### src/rtl/mem_arbiter_top.sv
// -----------------------------------------------------------------------------
// mem_arbiter_top
//
// Purpose:
//   Shares one unified, word-addressed memory among NCH requester channels.
//   A round-robin arbiter picks one pending request while idle. The request is
//   held for LAT wait states and then completes with a single-cycle, one-hot
//   ack on the granted channel. For observation, the granted write strobe,
//   address and write data are exposed.
//
// Parameters:
//   NCH    number of requester channels (1..8)
//   XLEN   data and address width in bits
//   DEPTH  memory depth in XLEN-bit words (power of two, >= 2)
//   LAT    access wait states (1..7)
//
// Ports:
//   clk        clock; all state updates on the rising edge
//   reset      asynchronous, active-low reset
//   req        per-channel request, held until that channel's ack
//   we         per-channel write enable, sampled together with req
//   addr       per-channel byte address, channel i at [i*XLEN +: XLEN]
//   wdata      per-channel write data, same packing as addr
//   ack        one-hot, single-cycle completion pulse
//   rdata      shared read data; valid while the ack of a read is high
//   busy       high from the cycle after acceptance through the ACK cycle
//   MemWrite   memory write strobe
//   DataAdr    latched address of the current or last transaction
//   WriteData  latched write data of the current or last transaction
// -----------------------------------------------------------------------------
module mem_arbiter_top #(
  parameter int NCH   = 2,
  parameter int XLEN  = 32,
  parameter int DEPTH = 64,
  parameter int LAT   = 1
) (
  input  logic                 clk,
  input  logic                 reset,
  input  logic [NCH-1:0]       req,
  input  logic [NCH-1:0]       we,
  input  logic [NCH*XLEN-1:0]  addr,
  input  logic [NCH*XLEN-1:0]  wdata,
  output logic [NCH-1:0]       ack,
  output logic [XLEN-1:0]      rdata,
  output logic                 busy,
  output logic                 MemWrite,
  output logic [XLEN-1:0]      DataAdr,
  output logic [XLEN-1:0]      WriteData
);

  // A channel index needs at least one bit, even when NCH is 1.
  localparam int CW = (NCH > 1) ? $clog2(NCH) : 1;
  localparam int AW = $clog2(DEPTH);

  typedef enum logic [1:0] {
    S_IDLE   = 2'd0,
    S_ACCESS = 2'd1,
    S_ACK    = 2'd2
  } state_t;

  state_t          state_q, state_d;
  logic [CW-1:0]   ch_q, ch_d;
  logic [CW-1:0]   ptr_q, ptr_d;
  logic [2:0]      cnt_q, cnt_d;
  logic            we_q, we_d;
  logic [XLEN-1:0] adr_q, adr_d;
  logic [XLEN-1:0] wd_q, wd_d;
  logic [XLEN-1:0] rdata_q, rdata_d;
  logic            mem_we;

  logic [XLEN-1:0] mem [DEPTH];
  logic [AW-1:0]   idx;

  logic [XLEN-1:0] addr_ch  [NCH];
  logic [XLEN-1:0] wdata_ch [NCH];

  logic            grant_valid;
  logic [CW-1:0]   grant_idx;

  // Unpack the per-channel buses and build the one-hot ack.
  for (genvar gi = 0; gi < NCH; gi++) begin : g_ch
    assign addr_ch[gi]  = addr[gi*XLEN +: XLEN];
    assign wdata_ch[gi] = wdata[gi*XLEN +: XLEN];
    assign ack[gi]      = (state_q == S_ACK) && (ch_q == CW'(gi));
  end

  // Word index: byte-offset bits dropped, upper bits ignored (aliasing).
  assign idx = adr_q[AW+1:2];

  // Round-robin search starting at ptr+1 (mod NCH). The loop runs from the
  // farthest offset down to the nearest, so the nearest requester wins.
  always_comb begin
    int c;
    c           = 0;
    grant_valid = 1'b0;
    grant_idx   = '0;
    for (int k = NCH; k >= 1; k--) begin
      c = int'(ptr_q) + k;
      if (c >= NCH) begin
        c = c - NCH;
      end
      if (req[CW'(c)]) begin
        grant_valid = 1'b1;
        grant_idx   = CW'(c);
      end
    end
  end

  // Next-state and datapath logic.
  always_comb begin
    state_d = state_q;
    ch_d    = ch_q;
    ptr_d   = ptr_q;
    cnt_d   = cnt_q;
    we_d    = we_q;
    adr_d   = adr_q;
    wd_d    = wd_q;
    rdata_d = rdata_q;
    mem_we  = 1'b0;
    case (state_q)
      S_IDLE: begin
        if (grant_valid) begin
          // Inputs are captured only here, so later changes are ignored.
          ch_d    = grant_idx;
          we_d    = we[grant_idx];
          adr_d   = addr_ch[grant_idx];
          wd_d    = wdata_ch[grant_idx];
          cnt_d   = 3'(LAT - 1);
          state_d = S_ACCESS;
        end
      end
      S_ACCESS: begin
        if (cnt_q != 3'd0) begin
          cnt_d = cnt_q - 3'd1;
        end else begin
          if (we_q) begin
            mem_we = 1'b1;
          end else begin
            rdata_d = mem[idx];
          end
          state_d = S_ACK;
        end
      end
      S_ACK: begin
        // Pointer moves only on completion, so an aborted grant never
        // advances the rotation.
        ptr_d   = ch_q;
        state_d = S_IDLE;
      end
      default: begin
        state_d = S_IDLE;
      end
    endcase
  end

  always_ff @(posedge clk or negedge reset) begin
    if (!reset) begin
      state_q <= S_IDLE;
      ch_q    <= '0;
      ptr_q   <= CW'(NCH - 1);
      cnt_q   <= '0;
      we_q    <= 1'b0;
      adr_q   <= '0;
      wd_q    <= '0;
      rdata_q <= '0;
    end else begin
      state_q <= state_d;
      ch_q    <= ch_d;
      ptr_q   <= ptr_d;
      cnt_q   <= cnt_d;
      we_q    <= we_d;
      adr_q   <= adr_d;
      wd_q    <= wd_d;
      rdata_q <= rdata_d;
    end
  end

  // Memory contents are deliberately not reset. A reset forces the state to
  // IDLE asynchronously, which kills mem_we before the final write edge.
  always_ff @(posedge clk) begin
    if (mem_we) begin
      mem[idx] <= wd_q;
    end
  end

  assign rdata     = rdata_q;
  assign busy      = (state_q != S_IDLE);
  assign MemWrite  = mem_we;
  assign DataAdr   = adr_q;
  assign WriteData = wd_q;

endmodule

### config.mk
export PLATFORM = sky130hd
export DESIGN_NAME = mem_arbiter_top
export DESIGN_NICKNAME = d
export VERILOG_FILES = /design/src/rtl/mem_arbiter_top.sv
export SDC_FILE = /design/constraint.sdc
export NUM_CORES = 2
export LEC_CHECK = 0
export BUFFER_PORTS_ARGS = -buffer_cell sky130_fd_sc_hd__buf_2
export CORE_ASPECT_RATIO = 1.5
export CORE_UTILIZATION = 35
export CTS_BUF_LIST = sky130_fd_sc_hd__clkbuf_4
export DETAILED_ROUTE_END_ITERATION = 8
export PLACE_DENSITY_LB_ADDON = 0.25
export SLEW_MARGIN = 20
export SYNTH_ARGS = -nofsm -noshare
export SYNTH_HDL_FRONTEND = slang
export SYNTH_SLANG_ARGS = --single-unit
### constraint.sdc
create_clock -name clk -period 3.8 [get_ports clk]
set_input_delay 0.57 -clock clk [delete_from_list [all_inputs] [get_ports clk]]
set_output_delay 0.57 -clock clk [all_outputs]
set_load 0.1 [all_outputs]
==> impl_results.md <==
- Status: finished, final reports clean
- # IOs: 234
- Layout cells sized above 1: 0.315
- Reg clk slew, reported paths: 0.08 ns
- Initial DRC Count: 3607
- Yosys top cell area share: 0.742
- Clock Skew: 0.134 ns
- Fin Hold WS: 0.191 ns
- Syn avg cell area: 20.1 um2
- Setup Fix Bufs, Post-CTS: 0
- PwrDens: 782 nW/um2
- Final Wtd Congestion: 0.892
- Root buffer cell: clkbuf_4
- Yosys reg bits: 2152
- Lkg Pwr: 33.5 nW
- Clock Latency Late Sink: 1.27 ns
- Via Count: 44800
- Core area: 235000 um2
- Setup CP Type: reg -> out
- Overflow after GRT: 0
- H-tree depth: 5
- DRT Pass-1 Iters: 5
- Mapped Nets: 4259
- Initial antenna violation count: 21
- ANT nets after route: 0
- Global-route wire length before repair: 350 mm
- Syn Inst Count: 4123
- Die height: 598 um
- Hold Path Stages: 4
- Final setup TNS: 0 ns
- Number of synthesized flops with an enable pin: 2048
- FILL cells: 21000
- Worst Setup Start Kind: flip-flop
- Clock buffer depth: 4
- Tmin final: 3.55 ns
- Slew HR: 0.228
- Setup slack after layout: 0.246 ns
- CP startpoint: cnt_q[0]$_DFFE_PN0P_
- Ys async rst share: 0.0483
- Setup Viol. Count Final: 0
- Clk sinks: 2152
- Commonest cells after routing, fill and taps aside: edfxtp_1, clkbuf_4, mux2i_1
- Overall Global Routing Usage: 0.210
- WL final: 250 mm
- Worst Reg-to-Reg Cells: 8
- Ys Warns: 0
- Post-DP HPWL: 149 mm
- Vias in the first global route: 47200
- Inserted Clock Buffers: 469
- Largest net degree at the start of global routing: 86
- Max Cap Viol: 0
- Initial core utilization: 0.352
- Crit path DAT: 2.98 ns
- Register area share after synthesis: 0.774
- TritonCTS clock tree: done
- Final #Nets: 5166
- Worst Tran Pin Value: 1.15 ns
- HP Class: in -> reg
- Total die area: 239000 um2
- Cell area after synthesis: 82800 um2
- Peak supply drop: 0.00126 V
- Prevailing post-synth register cell: edfxtp_1
- Vias per cell: 5.26
- Final hold vios: 0
- WL per Instance: 29.4 um
- Overall Power: 77.1 mW
- Syn-to-layout area delta: 19.0%
- Critical R2R Launch: DataAdr[2]$_DFFE_PN0P_
- CP Capture Type: primary output
- Dominant cell type by area after synthesis: edfxtp_1
- Synth area leaders: edfxtp_1, mux4_2, mux2i_1, dfrtp_1, a22oi_1
- Commonest non-fill, non-tap cell in the layout: edfxtp_1
- Pre-CTS WS: 0.507 ns
- Req. time, crit path: 3.23 ns
- # rows: 218
- Unique masters post-synth: 48
- Die Span X: 399 um
- Period utilisation layout: 0.935
- DRC: 0
- RSZ-0062 raised after global routing: no
- Hold_sp: wdata[18]
- Fmax: 281 MHz
- Crit path max fanout: 4
- I/O Buffers: 232
- Max-slew violations: 0
## flip-flops by register name (all words and copies together), names as in the netlist
register   count
state_q        2
ch_q           1
we_q           1
cnt_q          3
ptr_q          1
DataAdr       32
mem         2048
WriteData     32
rdata         32
## metrics by stage
step / std cells / util / area, um2
2_1_floorplan: 4123 / - / 82900
3_3_place_gp: 7482 / 0.386 / 90900
5_1_grt: 8500 / 0.419 / 98600
4_1_cts: 8489 / 0.419 / 98500
6_report: 8511 / 0.419 / 98600
3_5_place_dp: 7482 / 0.386 / 90900
## final cells by class
class                           count  area [um2]  area share
Multi-Input combinational cell   1725       18100       0.184
Timing Repair Buffer              676        6300      0.0639
Antenna cell                       22        55.1    0.000558
Tap cell                         3080        3850      0.0391
Inverter                            6        22.5    0.000228
Clock inverter                    133         722     0.00732
Sequential cell                  2152       64200       0.651
Clock buffer                      717        5380      0.0546
## critical path: stages, from the launching register on
cell and delay [ns]:
dfrtp_1 0.41, inv_1 0.10, ha_1 0.18, nor4bb_1 0.29, buf_4 0.18, and2_1 0.19
clkbuf_4 0.40
## timing repair
item / in CTS / in global routing
endpoints found under the setup margin: 0 / 1
resized for setup: 0 / 1
hold endpoints to repair: 174 / 0
hold buffers: 157 / 0
## worst paths after layout
path,end,slack [ns]
worst max-delay path,MemWrite,0.25
max in group asynchronous,WriteData[16]$_DFFE_PN0P_,2.98
worst min-delay path,WriteData[18]$_DFFE_PN0P_,0.19
worst max register to register,rdata[13]$_DFFE_PN0P_,0.48
worst min register to register,rdata[20]$_DFFE_PN0P_,0.51
min in group asynchronous,ptr_q$_DFFE_PN1N_,0.49
## synth_stat cells, types with 14 or more instances
cell      instances
nor2_1          140
a22oi_1         162
mux4_2          309
o21ai_0          28
edfxtp_1       2048
buf_1            31
o211ai_1         28
nand2_1          84
a21oi_1         133
clkbuf_1        104
a221oi_1         28
mux2i_1         565
dfrtp_1         103
nand3_1          99
buf_2            80
o32a_1           31
nor2b_1          34
buf_4            14
nand4_1          31
## kinds of logic after synthesis
family          Yosys count  share of synthesized area
flops                  2152                      0.774
mux                     879                      0.153
compound gates          432                     0.0355
simple gates            412                     0.0231
buf+inv                 246                     0.0142
fa+ha+maj                 2                   0.000302
## routing by layer
| metal | global-route usage | share of wire |
|---|---|---|
| met5 | 0 | 0 |
| met2 | 0.368 | 0.52 |
| met1 | 0.246 | 0.38 |
| met4 | 0.104 | 0.051 |
| met3 | 0.0348 | 0.055 |
## report_power, final
group	total, mW	internal, mW	switching, mW
clock network	17.9	9.05	8.88
logic	27.5	8.77	18.7
registers	31.7	30.0	1.72
(Power assumes the default switching activity.)
